[src/rtl/xor_resp_checker_sat_counter.sv]
// rtl/xor_resp_checker_sat_counter.sv - saturating up-counter with synchronous clear
module sat_counter #(
    parameter int W = 8
) (
    input  logic         clk,
    input  logic         rst_n,
    input  logic         clr,
    input  logic         inc,
    output logic [W-1:0] cnt
);
    logic [W-1:0] cnt_q;
    logic [W-1:0] cnt_d;

    always_comb begin
        cnt_d = cnt_q;
        if (clr) begin
            cnt_d = '0;
        end else if (inc && (cnt_q != {W{1'b1}})) begin
            cnt_d = cnt_q + W'(1);
        end
    end

    always_ff @(posedge clk) begin
        if (!rst_n) begin
            cnt_q <= '0;
        end else begin
            cnt_q <= cnt_d;
        end
    end

    assign cnt = cnt_q;
endmodule

[config.mk]
export PLATFORM = sky130hd
export DESIGN_NAME = sat_counter
export DESIGN_NICKNAME = d
export VERILOG_FILES = /design/src/rtl/xor_resp_checker_sat_counter.sv
export SDC_FILE = /design/constraint.sdc
export NUM_CORES = 1
export LEC_CHECK = 0
export ABC_AREA = 1
export BUFFER_PORTS_ARGS = -buffer_cell sky130_fd_sc_hd__buf_2
export CORE_MARGIN = 10
export CORE_UTILIZATION = 30
export CTS_CLUSTER_SIZE = 30
export DETAILED_ROUTE_END_ITERATION = 6
export GPL_ROUTABILITY_DRIVEN = 0
export SYNTH_ARGS = -nofsm -noshare
export SYNTH_HDL_FRONTEND = slang
export SYNTH_SLANG_ARGS = --single-unit
[constraint.sdc]
create_clock -name clk -period 1.43 [get_ports clk]
set_input_delay 0.286 -clock clk [delete_from_list [all_inputs] [get_ports clk]]
set_output_delay 0.286 -clock clk [all_outputs]
set_load 0.02 [all_outputs]
After elaboration in Yosys (flattened, before gate mapping)
Index checks and enable logic that the tools add are counted.
W data, S select, Z words.

cells by class
  reductions and logical operators = 2
  $add $sub $neg = 1
  bitwise gates (word level) = 1
  equality and inequality tests = 1

operators with widths
  operator               count
  $add A8 B1 Y8 const B  1
  $ne A8 B8 Y1 const B   1
  $reduce_or A2 Y1       1
  $logic_and A1 B1 Y1    1
  $not A1 Y1             1

storage, ports and cells
  register bits after elaboration = 8
  output and inout port bits = 8

Logic depth before layout (Yosys ltp)
Gate-level depths: netlist (run 1).

  depth after elaboration = 2
  mapped depth = 8

Worst setup path before layout (run 1)
OpenSTA, ideal clock, no wires.

  path kind = register -> register
  start point = register cnt_q[0], in the netlist cnt[0]
  end point = register cnt_q[6], in the netlist cnt[6]
  arrival = 1.219 ns
  path buffers = 0
  stages on the path, launching flop included = 9
  required time = 1.315 ns
  period minus slack after synthesis = 1.334 ns
  setup slack = 0.096 ns
  path through = dfxtp_1 -> ha_1 -> nand2_1 -> inv_1 -> nand2_1 -> nor2_1 -> nand3_1 -> nand2_1 -> nor2_1

between the ends
  word-level cells in the longest chain between the ends = 2
  elaborated cells between the ends (all ways) = 3
  classes of those cells = 1 x add/sub; 1 x eq/ne; 1 x reduce/logical

RTL lines
  what                                                                   RTL line  source
  start: declaration                                                     11        logic [W-1:0] cnt_q;
  start signal: assignment                                               27        cnt_q <= cnt_d;
  parallel branches: the longest is 2 deep, another holds $add A8 B1 Y8  --

Parallel ways; which one is timed is not known.
A chain may end at the register's enable or synchronous reset.

Worst setup path after layout (run 1)
Ends and elaborated chain as after synthesis.

==> flow_summary.ini, run 1 <==
[critical_path]
worstRegToRegCells = 8
rrSetupSlack_ns = 0.14
start_kind = register
arrival_ns = 1.44
critPathRequiredTime_ns = 1.58
r2r_end = cnt[6]
worstPathMaxFanout = 5
crit_type = register to register
end_kind = register
worstSetupEndpoint = cnt[6]
worstSetupStartpoint = cnt[0]
worstReg2RegStart = cnt[0]

[global_route]
grt-ovfl-total = 0
grt_pass1_vias = 429
busiest_layer = met2
antenna_found_initial = 0
grt_max_degree = 11
grt_use_met3_pct = 6.009
use_met2_pct = 9.658
gr-usage-met1_pct = 6.867
grt_first_pass_wirelength_mm = 1.794
grt_use_total_pct = 6.675

[sta]
worstMarginPinSlew_ns = 0.2388
fin_crit_ns = 1.293
fin_skew_ns = 0.001251
finalCritPeriodShare_pct = 90.41
max_freq_mhz = 773.5
whs_ns = 0.2830
rsz0062_at_grt = no
slew_viol_final = 0
hold_violations = 0
setup_violations = 0
finalSetupTns_ns = 0
slew_headroom_pct = 84.06

[clocking]
cts_setup_buffers = 0
cts_root_buf = clkbuf_4
h-tree-depth = 1
clk_pin_slew_ns = 0.06
clockBufferDepth = 2
cts_hold_buf = 0
cts.sinks = 8
cts_tree = yes
insertion_delay_ns = 0.25
numCtsBuffers = 3
post_cts_resized = 0

[finish]
fillCellCount = 164
synthToLayoutAreaGrowth_pct = 21.08
final_nets = 93
utilization_pct = 37.65
layout_commonest_cell = nand2_1
largest_reg_flops = 8
final_cell_mix = nand2_1 (17), nor2_1 (13), buf_2 (11)
layout-drive-gt1-share_pct = 24.42
num_antenna_cells = 0

[power]
p_per_area_nw_per_um2 = 780.2
p_leak_nw = 0.2804
ir_drop_v = 0.0004705

[logic_synthesis]
synth_area_um2 = 462.9
ys_seq_elements = 8
synth_xor_area_share_pct = 0
synth_top_area_cell = dfxtp_1
synth_top_area_share_pct = 34.59
ys_types = 18
syn_nets = 77
yosysSeqAreaShare_pct = 34.59
synthCells = 72
synth_compound_area_share_pct = 8.649
synthMuxAreaShare_pct = 0
yosys.area_share.simple_pct = 44.32
yosys-top-cells-area = dfxtp_1 (35%), nand2_1 (14%), nor2_1 (11%), a21oi_1 (6.5%), inv_1 (6.5%)
syn_area_per_cell_um2 = 6.430
yosysWarnings = 0
synth_top_family_by_area = simple AND/OR/NAND/NOR gates
synth_adder_area_share_pct = 2.703

[run]
maxCapViolCount = 0

[floorplanning]
die_x_um = 59.28
ios = 12
die_area_um2 = 3514
dieHeight_um = 59.28
placementRows = 14
core_region_area_um2 = 1489
start_util_pct = 31.09

[drt]
viasPerCell = 4.725
drt_pass1_iterations = 2
wl_mm = 1.019
wl_per_cell_um = 9.990
ant_nets = 0
drtIter0Drc = 4
vias = 482
drc_errors = 0

[placement]
port_buffers = 11
dp_hpwl_um = 778.7

[min_path]
hold_path.class = input pin to register

[run_status]
status = completed
==> cell families (layout without fill, tap and decap cells) <==
| family | Yosys count | after routing |
|---|---|---|
| flip-flops | 8 | 8 |
| adder cells (fa/ha/maj) | 1 | 1 |
| AO/OA/AOI/OAI | 8 | 8 |
| AND/OR/NAND/NOR | 44 | 44 |
| buffers and inverters | 11 | 25 |
==> power by group <==
part           internal (mW)  leakage, nW  switching (mW)
Sequential             0.225       0.0647         0.00281
Combinational         0.0128        0.202          0.0183
Clock                 0.0964       0.0138          0.0815
Total                  0.335        0.280           0.103
==> stage by stage <==
stage	power [mW]	cell area, µm²	setup slack, ns	cells
final	0.4373	560.5	0.1371	102
after global placement	0.2648	538.0	0.1977	99
after global routing	0.4656	560.5	0.006017	102
after detailed placement	0.2646	538.0	0.1501	99
after CTS	0.4507	560.5	0.1350	102
after floorplan	0.2541	462.9	0.09566	72
==> cells in the mapped netlist <==
library cell  count
nor2_4            1
nand4_1           1
nand3b_1          2
clkinv_1          1
o21ai_0           2
ha_1              1
inv_1             8
dfxtp_1           8
nand2_1          17
nand2_4           1
nand3_1           4
nand2_2           1
buf_4             1
inv_2             1
nor2_1           13
nor3_1            2
a21oi_1           6
nor2_2            2
==> how the worst min path moves through the flow <==
| stage | start | to | slack, ns | depth (start not counted) |
|---|---|---|---|---|
| finish | clr | cnt[2] | 0.28 | 4 |
| global route | clr | cnt[2] | 0.29 | 4 |
| CTS | clr | cnt[2] | 0.27 | 4 |
| detailed placement | cnt[1] | cnt[1] | 0.54 | 2 |
| global placement | cnt[1] | cnt[1] | 0.53 | 2 |
| floorplan | clr | cnt[2] | 0.44 | 3 |
==> worst max-delay path: stages, from the launching register on <==
cell and delay (ns):
dfxtp_1 0.39, ha_1 0.22, nand2_1 0.11, inv_1 0.07
nand2_1 0.08, nor2_1 0.15, nand3_1 0.08, nand2_1 0.06
nor2_1 0.03
==> final cells by class <==
class	instances	area [µm²]	share of cell area, %
Inverter	10	37.54	6.696
Sequential cell	8	160.2	28.57
Tap cell	16	20.02	3.571
Multi-Input combinational cell	53	257.7	45.98
Timing Repair Buffer	12	62.56	11.16
Clock buffer	3	22.52	4.018
==> routing by layer <==
metal / wire length, µm / share of wire, %
met5: 0 / 0
met4: 10 / 0.98
met3: 121 / 12
met2: 430 / 42
met1: 457 / 45
Note: power is estimated with default switching activity, not from simulation.
==> run 2, diff against run 1 <==
--- a/config.mk
+++ b/config.mk
@@ -9,6 +9,6 @@
 export BUFFER_PORTS_ARGS = -buffer_cell sky130_fd_sc_hd__buf_2
-export CORE_MARGIN = 10
-export CORE_UTILIZATION = 30
+export CORE_AREA = 10 10 47 49
 export CTS_CLUSTER_SIZE = 30
 export DETAILED_ROUTE_END_ITERATION = 6
+export DIE_AREA = 0 0 57 59
 export GPL_ROUTABILITY_DRIVEN = 0
==> constraint.sdc (replaced) <==
create_clock -name clk -period 1.43 [get_ports clk]
set_input_delay 0.0715 -clock clk [delete_from_list [all_inputs] [get_ports clk]]
set_output_delay 0.0715 -clock clk [all_outputs]
set_load 0.02 [all_outputs]
==> run 2 against run 1 <==
  * Design area shrank 1.3%
  * Sequential power barely moved
  * Utilization rose by 1.8 points
  * Register-to-register slack hardly changed
  * Critical endpoint is now cnt[5]
  * Largest cell class unchanged
==> flow_summary.ini, run 2 (synthesized netlist as in run 1, its figures left out) <==
[run_status]
status = completed

[critical_path]
arrival_ns = 1.43
crit_type = register to register
start_kind = register
end_kind = register
worstPathMaxFanout = 10
critPathRequiredTime_ns = 1.58

[floorplanning]
placementRows = 14
dieHeight_um = 59
ios = 12
die_area_um2 = 3363
start_util_pct = 33.04
die_x_um = 57
core_region_area_um2 = 1401

[clocking]
cts.sinks = 8
post_cts_resized = 0
cts_hold_buf = 0
h-tree-depth = 1
insertion_delay_ns = 0.26
numCtsBuffers = 3
clk_pin_slew_ns = 0.05
clockBufferDepth = 2
cts_setup_buffers = 0
cts_root_buf = clkbuf_4
cts_tree = yes

[sta]
slew_headroom_pct = 68.75
slew_viol_final = 0
finalSetupTns_ns = 0
fin_skew_ns = 0.0001996
worstMarginPinSlew_ns = 0.4670
max_freq_mhz = 781.9
setup_violations = 0
finalCritPeriodShare_pct = 89.43
fin_crit_ns = 1.279
hold_violations = 0
rsz0062_at_grt = no

[drt]
drtIter0Drc = 10
vias = 475
drt_pass1_iterations = 3
wl_per_cell_um = 10.11
viasPerCell = 4.703
wl_mm = 1.021
drc_errors = 0
ant_nets = 0

[placement]
placed_cells = 98
port_buffers = 11
dp_hpwl_um = 768.4

[global_route]
grt_use_total_pct = 6.886
grt_max_degree = 11
antenna_found_initial = 0
grt_first_pass_wirelength_mm = 1.814
grt-ovfl-total = 0
grt_pass1_vias = 435

[finish]
utilization_pct = 39.46
layout-drive-gt1-share_pct = 23.53
final_nets = 92
fillCellCount = 164
num_antenna_cells = 0
largest_reg_flops = 8
layout_commonest_cell = nand2_1
final_cell_mix = nand2_1 (17), nor2_1 (13), buf_2 (11)
finalNonFillerCells = 101
synthToLayoutAreaGrowth_pct = 19.46

[power]
p_leak_nw = 0.2753
ir_drop_v = 0.0003961
finalPower_mw = 0.4352
p_per_area_nw_per_um2 = 787.0

[run]
maxCapViolCount = 0

[min_path]
hold_path.class = input pin to register
run 2: through the flow:
step / worst slack [ns] / area (µm²) / hold WS (ns)
final: 0.1511 / 553.0 / 0.08110
after CTS: 0.1455 / 553.0 / 0.07568
after global placement: 0.2144 / 530.5 / 0.3307
after floorplan: 0.09566 / 462.9 / 0.2267
after detailed placement: 0.1748 / 530.5 / 0.3512
after global routing: 0.003795 / 553.0 / 0.09269
run 2: report_power, final:
| part | internal (mW) | total, mW | leakage, nW | switching, mW |
|---|---|---|---|---|
| combinational | 0.0110 | 0.0294 | 0.197 | 0.0184 |
| clock | 0.0963 | 0.178 | 0.0138 | 0.0813 |
| sequential | 0.226 | 0.228 | 0.0647 | 0.00273 |
| total | 0.333 | 0.435 | 0.275 | 0.102 |
run 2: worst max-delay path, cell delays in order, from the launching register on:
cell and delay (ns):
dfxtp_1 0.39, ha_1 0.21, nand2_1 0.11, nor2_4 0.12, nand2_4 0.10, a21oi_1 0.19, nor2_1 0.06
run 2: metal layers:
metal  track usage, %  part of all wire [%]
met1            6.810                    45
met2            10.08                    44
met3            4.721                   8.5
met4            5.034                   2.6
met5                0                     0
run 2: layout make-up:
| class | count | area [µm²] | share of cell area, % |
|---|---|---|---|
| Multi-Input combinational cell | 53 | 257.7 | 46.61 |
| Sequential cell | 8 | 160.2 | 28.96 |
| Timing Repair Buffer | 11 | 55.05 | 9.955 |
| Inverter | 10 | 37.54 | 6.787 |
| Clock buffer | 3 | 22.52 | 4.072 |
| Tap cell | 16 | 20.02 | 3.620 |
run 2: path summary, 6_finish.rpt:
kind | start | endpoint | slack [ns] | depth (start not counted)
worst min-delay path | clr | cnt[2] | 0.08 | 4
worst max register to register | cnt[0] | cnt[5] | 0.15 | 6
worst max-delay path | cnt[0] | cnt[5] | 0.15 | 6
worst min register to register | cnt[1] | cnt[1] | 0.54 | 2
